$ cat src/rtl/dest_id_matcher_pkg.sv
// Shared definitions for the destination-ID filter and its sibling handshake blocks.
// The state encodings are fixed values because other handshake blocks decode them too.
package dest_id_matcher_pkg;

  localparam int DIM_WORD_WIDTH = 16;

  localparam logic [1:0] ST_IDLE_ENC = 2'd0;
  localparam logic [1:0] ST_SCAN_ENC = 2'd1;
  localparam logic [1:0] ST_DONE_ENC = 2'd2;
  localparam logic [1:0] ST_WAIT_ENC = 2'd3;

  typedef enum logic [1:0] {
    ST_IDLE = ST_IDLE_ENC,
    ST_SCAN = ST_SCAN_ENC,
    ST_DONE = ST_DONE_ENC,
    ST_WAIT = ST_WAIT_ENC
  } state_t;

endpackage

$ cat src/rtl/dest_id_matcher_node_id_table.sv
// Register file of node IDs, each with a compare mask and a valid bit.
// Entry 0 comes out of reset holding the default node ID so a freshly reset
// node still recognises its own address; every other entry resets invalid.
module node_id_table
  import dest_id_matcher_pkg::*;
#(
  parameter int                    WORD_WIDTH = DIM_WORD_WIDTH,
  parameter int                    N_IDS      = 4,
  parameter int                    IDX_W      = 2,
  parameter logic [WORD_WIDTH-1:0] DEFAULT_ID = '0
) (
  input  logic                  clock,
  input  logic                  nrst,
  input  logic                  wr_en,
  input  logic [IDX_W-1:0]      wr_addr,
  input  logic [WORD_WIDTH-1:0] wr_id,
  input  logic [WORD_WIDTH-1:0] wr_mask,
  input  logic                  wr_valid,
  input  logic [IDX_W-1:0]      rd_idx,
  output logic [WORD_WIDTH-1:0] rd_id,
  output logic [WORD_WIDTH-1:0] rd_mask,
  output logic                  rd_valid
);

  logic [WORD_WIDTH-1:0] id_mem   [N_IDS];
  logic [WORD_WIDTH-1:0] mask_mem [N_IDS];
  logic [N_IDS-1:0]      valid_mem;

  // Table storage: reset image, then single-entry writes; out-of-range addresses are dropped
  always_ff @(posedge clock or negedge nrst) begin
    if (!nrst) begin
      for (int i = 0; i < N_IDS; i++) begin
        id_mem[i]    <= (i == 0) ? DEFAULT_ID : '0;
        mask_mem[i]  <= '1;
        valid_mem[i] <= (i == 0);
      end
    end else if (wr_en && (int'(wr_addr) < N_IDS)) begin
      id_mem[wr_addr]    <= wr_id;
      mask_mem[wr_addr]  <= wr_mask;
      valid_mem[wr_addr] <= wr_valid;
    end
  end

  // Read mux for the entry currently being scanned; unused index codes read as an invalid entry
  always_comb begin
    rd_id    = '0;
    rd_mask  = '0;
    rd_valid = 1'b0;
    if (int'(rd_idx) < N_IDS) begin
      rd_id    = id_mem[rd_idx];
      rd_mask  = mask_mem[rd_idx];
      rd_valid = valid_mem[rd_idx];
    end
  end

endmodule

$ cat src/rtl/dest_id_matcher.sv
// Multi-ID destination filter. A lookup captures the destination, checks the
// broadcast ID once, then walks the ID table lowest index first and stops at the
// first hit, so the reported index is always the lowest matching entry.
// The result is held with done=1 until en acknowledges it.
module dest_id_matcher
  import dest_id_matcher_pkg::*;
#(
  parameter int                    WORD_WIDTH   = DIM_WORD_WIDTH,
  parameter int                    N_IDS        = 4,
  parameter int                    IDX_W        = 2,
  parameter bit                    BCAST_EN     = 1'b1,
  parameter logic [WORD_WIDTH-1:0] BROADCAST_ID = '1,
  parameter logic [WORD_WIDTH-1:0] DEFAULT_ID   = '0
) (
  input  logic                  clock,
  input  logic                  nrst,
  input  logic                  en,
  input  logic                  start,
  input  logic [WORD_WIDTH-1:0] destinationID,
  input  logic                  cfg_we,
  input  logic [IDX_W-1:0]      cfg_addr,
  input  logic [WORD_WIDTH-1:0] cfg_id,
  input  logic [WORD_WIDTH-1:0] cfg_mask,
  input  logic                  cfg_valid,
  output logic                  cfg_ready,
  output logic                  iamDestination,
  output logic                  isBroadcast,
  output logic [IDX_W-1:0]      matchIndex,
  output logic                  busy,
  output logic                  done
);

  state_t                state_q, state_d;
  logic [WORD_WIDTH-1:0] dest_q, dest_d;
  logic [IDX_W-1:0]      idx_q, idx_d;
  logic                  iam_q, iam_d;
  logic                  bcast_q, bcast_d;
  logic [IDX_W-1:0]      match_q, match_d;
  logic                  done_q, done_d;

  logic [WORD_WIDTH-1:0] entry_id;
  logic [WORD_WIDTH-1:0] entry_mask;
  logic                  entry_valid;
  logic                  entry_hit;
  logic                  bcast_hit;
  logic                  idx_last;
  logic                  table_open;

  // The table only accepts writes while no lookup is in flight, keeping it stable during a scan
  assign table_open = (state_q == ST_IDLE) || (state_q == ST_WAIT);

  node_id_table #(
    .WORD_WIDTH (WORD_WIDTH),
    .N_IDS      (N_IDS),
    .IDX_W      (IDX_W),
    .DEFAULT_ID (DEFAULT_ID)
  ) u_table (
    .clock    (clock),
    .nrst     (nrst),
    .wr_en    (cfg_we && table_open),
    .wr_addr  (cfg_addr),
    .wr_id    (cfg_id),
    .wr_mask  (cfg_mask),
    .wr_valid (cfg_valid),
    .rd_idx   (idx_q),
    .rd_id    (entry_id),
    .rd_mask  (entry_mask),
    .rd_valid (entry_valid)
  );

  // Match terms for the current scan step; broadcast is only considered on the first step (idx 0)
  always_comb begin
    entry_hit = entry_valid && (((entry_id ^ dest_q) & entry_mask) == '0);
    bcast_hit = BCAST_EN && (idx_q == '0) && (dest_q == BROADCAST_ID);
    idx_last  = (int'(idx_q) == (N_IDS - 1));
  end

  // Next-state and result logic for the WAIT -> IDLE -> SCAN -> DONE handshake
  always_comb begin
    state_d = state_q;
    dest_d  = dest_q;
    idx_d   = idx_q;
    iam_d   = iam_q;
    bcast_d = bcast_q;
    match_d = match_q;
    done_d  = done_q;
    case (state_q)
      ST_WAIT: begin
        if (en) begin
          iam_d   = 1'b0;
          bcast_d = 1'b0;
          match_d = '0;
          done_d  = 1'b0;
          state_d = ST_IDLE;
        end
      end
      ST_IDLE: begin
        if (start) begin
          dest_d  = destinationID;
          idx_d   = '0;
          state_d = ST_SCAN;
        end
      end
      ST_SCAN: begin
        if (bcast_hit) begin
          iam_d   = 1'b1;
          bcast_d = 1'b1;
          state_d = ST_DONE;
        end else if (entry_hit) begin
          iam_d   = 1'b1;
          match_d = idx_q;
          state_d = ST_DONE;
        end else if (idx_last) begin
          iam_d   = 1'b0;
          state_d = ST_DONE;
        end else begin
          idx_d = idx_q + IDX_W'(1);
        end
      end
      ST_DONE: begin
        done_d  = 1'b1;
        state_d = ST_WAIT;
      end
      default: begin
        state_d = ST_WAIT;
      end
    endcase
  end

  // State and result registers; reset aborts any lookup and lands in WAIT with results cleared
  always_ff @(posedge clock or negedge nrst) begin
    if (!nrst) begin
      state_q <= ST_WAIT;
      dest_q  <= '0;
      idx_q   <= '0;
      iam_q   <= 1'b0;
      bcast_q <= 1'b0;
      match_q <= '0;
      done_q  <= 1'b0;
    end else begin
      state_q <= state_d;
      dest_q  <= dest_d;
      idx_q   <= idx_d;
      iam_q   <= iam_d;
      bcast_q <= bcast_d;
      match_q <= match_d;
      done_q  <= done_d;
    end
  end

  assign cfg_ready      = table_open;
  assign busy           = (state_q == ST_SCAN) || (state_q == ST_DONE);
  assign iamDestination = iam_q;
  assign isBroadcast    = bcast_q;
  assign matchIndex     = match_q;
  assign done           = done_q;

endmodule

$ cat config.mk
export PLATFORM = sky130hd
export DESIGN_NAME = dest_id_matcher
export DESIGN_NICKNAME = d
export VERILOG_FILES = /design/src/rtl/dest_id_matcher_pkg.sv /design/src/rtl/dest_id_matcher_node_id_table.sv /design/src/rtl/dest_id_matcher.sv
export SDC_FILE = /design/constraint.sdc
export NUM_CORES = 1
export LEC_CHECK = 0
export BUFFER_PORTS_ARGS = -buffer_cell sky130_fd_sc_hd__buf_4
export CAP_MARGIN = 20
export CORE_MARGIN = 3
export CORE_UTILIZATION = 50
export CTS_CLUSTER_DIAMETER = 60
export DETAILED_ROUTE_END_ITERATION = 7
export PLACE_DENSITY_LB_ADDON = 0.05
export SYNTH_ARGS = -nofsm -noshare
export SYNTH_HDL_FRONTEND = slang
export SYNTH_HIERARCHICAL = 1
export SYNTH_SLANG_ARGS = --single-unit
$ cat constraint.sdc
create_clock -name clock -period 7.7 [get_ports clock]
set_clock_uncertainty 0.2 [all_clocks]
set_input_delay 1.155 -clock clock [delete_from_list [all_inputs] [get_ports clock]]
set_output_delay 1.155 -clock clock [all_outputs]
set_load 0.005 [all_outputs]
==> key figures <==
Outcome
  • Status: finished clean

Route
  • Post-route ant nets: 0
  • Via-per-instance ratio: 5.673
  • DRC: 0
  • Routed wire length: about 15000 um
  • DR vias: about 4100
  • Per-cell routed wire length: around 21 um
  • First-pass DRT Iterations: 5
  • Initial drt markers: ~210

Power
  • Tot Pwr: between 3 and 4 mW
  • Static leakage power: approximately 3.6 nW
  • VDD IR max: between 200 and 250 uV
  • Power Density: roughly 440 nW/um2

Finish
  • Area grow syn2layout: 15.97%
  • Ratio of cells with drive above 1 in the final layout: ~65%
  • N_diodes: 0
  • Final design utilization: about 60%
  • Final instance area: roughly 8500 um2
  • Fin cells: a little over 700
  • Fin nets: 588
  • Number of fill cells: 1100

Setup path
  • Critical path, cell by cell: buf_4, mux4_2, xor2_1, a22oi_1, nand4_1, nor3_4, o211ai_2, mux2i_1
  • CP peak stage delay: between 0.6 and 0.7 ns
  • Worst Setup End Kind: register
  • CP max stage cell: dfrtp_2
  • Crit path max-delay family: multiplexers
  • CP max FO: 26
  • CP Launch Type: register
  • Critical path arrival: ~3.6 ns
  • Worst Path Required: about 7.8 ns
  • WP buf/inv: 1
  • Worst Path Class, Setup: reg -> reg

Floorplanning
  • Initial Util: approximately half
  • I/O pins: 63
  • Area of the core: 14100 um2
  • Die area: 16070 um2
  • Die Span Y: ~130 um
  • Die W: 126.8 um
  • # rows: 43

CTS
  • Worst-skew pair later-pin latency: 0.42 ns
  • Hold buffer count at CTS: 0
  • Longest Clk Path Bufs: 2
  • CTS tree: built
  • H-tree levels: 4
  • Clock transition at path regs: 0.06 ns
  • Num CTS Buffers: 17
  • Clk root buf: clkbuf_16
  • Setup bufs post-CTS: 0
  • Clk sinks: 157
  • Post_cts resized: 0

STA
  • Final setup violation count: 0
  • RSZ-0062 raised after global routing: false
  • Slew HR: 42.08%
  • Final Worst Setup Slack: between 4 and 5 ns
  • FMAX: 288.7 MHz
  • Slew Viols, Final: 0
  • TNS Setup: 0 ns
  • Min Tclk post-route: between 3 and 4 ns
  • Worst hold slack: 0.3024 ns
  • Final hold vios: 0
  • Actual slew at the worst max-slew pin: between 0.8 and 0.9 ns
  • Final period utilization: around 45%

Synth
  • Synth Area per Inst: between 15 and 20 um2
  • Largest cells by area after synthesis: dfrtp_1, dfstp_2, mux2_2, mux4_2, xor2_1
  • Synth Flop Type: dfrtp_1
  • Cells after synthesis: 459
  • Top cells by count, synth: mux2_2, dfrtp_1, dfstp_2
  • Post-synth EDFFs: 0
  • Count of state elements after synthesis: around 160
  • Sequential element share of the synthesized area: roughly 55%
  • Ys Warns: 6
  • Top-count cell post-synth: mux2_2
  • Cell accounting for the most synthesized area: dfrtp_1
  • Mapped Area: 7293 um2
  • Syn Nets: 522
  • Post-synth ARST share: 100.0%
  • Synth top area share: between 30 and 40%
  • Yosys cell types: 36

Placement
  • Port Buf Inserts: 62
  • Placement Cell Area: 7856 um2
  • Pre-CTS setup slack: approximately 4.2 ns
  • Gp weighted congestion: 0.7394
  • DP HPWL: about 9500 um
  • Placed insts: roughly 700

Global routing
  • Initial antenna violation count: 0
  • M3 GR Usage: under 10%
  • Largest net degree at the start of global routing: 98
  • GRT Util Overall: roughly 20%
  • Met1 Use GR: approximately 28%
  • GR Util met2: between 30% and 40%
  • Number of global-route vias before repair: 4401
  • First-pass GRT wire length: 24520 um
  • Grt total ovfl: 0
  • Grt peak-use layer: met2

Flow run
  • Max-capacitance violation count: 0

Hold path
  • Class of the worst hold path: reg -> reg
registers in the layout, summed over array words and instances, names as in the netlist:
name               count
dest_q                16
done                   1
iamDestination         1
idx_q                  2
isBroadcast            1
matchIndex             2
state_q                2
u_table/id_mem        64
u_table/mask_mem      64
u_table/valid_mem      4
report_power, final:
part | internal (mW) | switching, mW | leakage, nW | total (mW)
combinational | 0.761 | 0.539 | 1.50 | 1.30
sequential | 1.37 | 0.256 | 1.79 | 1.62
clock | 0.461 | 0.329 | 0.275 | 0.790
area by class of cell:
type	count	area [um2]	area share [%]
multi-input cells	271	3077	36.38
clock buffers	24	504.2	5.962
repair buffers	69	546.8	6.464
clock inverters	8	57.56	0.6805
flip-flops and latches	157	4014	47.46
well taps	180	225.2	2.663
inverters	9	33.78	0.3994
kinds of logic after synthesis:
group / Yosys count / share of synthesized area (%)
xor gates and xnor gates: 16 / 1.921
AOI/OAI and AO/OA: 21 / 2.144
and+or+nand+nor: 44 / 3.603
adders and majority gates: 7 / 1.201
muxes: 183 / 33.32
DFF: 157 / 55.02
buffers and inverters: 31 / 2.796
cells in the final DEF, fill, tap and decap left out, types with 3 or more instances in the layout:
master and count:
mux2_2 146, dfrtp_1 89, xor2_1 16, and3_1 4, mux4_2 33, nand2_1 12, clkbuf_16 19, nor2_1 7
nand3_1 5, o221ai_1 3, nand4_1 5, ha_1 7, a22oi_1 7, dfstp_2 67, buf_4 66, inv_1 9
clkinv_2 3, clkbuf_1 4, a21oi_1 3
path summary, 6_finish.rpt:
| kind | end | slack, ns | from | depth (start not counted) |
|---|---|---|---|---|
| setup / recovery | state_q[1] | 4.24 | idx_q[0] | 8 |
| hold / removal | u_table/id_mem[17] | 0.30 | u_table/id_mem[17] | 1 |
| setup reg to reg | state_q[1] | 4.24 | idx_q[0] | 8 |
| hold reg to reg | u_table/id_mem[17] | 0.30 | u_table/id_mem[17] | 1 |
| max in group asynchronous | u_table/id_mem[57] | 5.42 | nrst | 2 |
| min in group asynchronous | done | 0.61 | nrst | 1 |
routing by layer:
metal / part of all wire (%) / up-vias
met5: 0 / -
met4: 0.59 / 0
met3: 4.0 / 7
met2: 49 / 78
met1: 46 / 2160
li1: - / 1828
worst reg2reg max path: cells and delay by family (launching register included):
| family | cells | cell delay, ns |
|---|---|---|
| DFF | 1 | 0.66 |
| and+or+nand+nor | 2 | 0.62 |
| buffers and inverters | 1 | 0.52 |
| muxes | 2 | 0.76 |
| AOI/OAI and AO/OA | 2 | 0.46 |
| xor gates and xnor gates | 1 | 0.18 |
No activity file was read; power rests on OpenSTA's default activity.
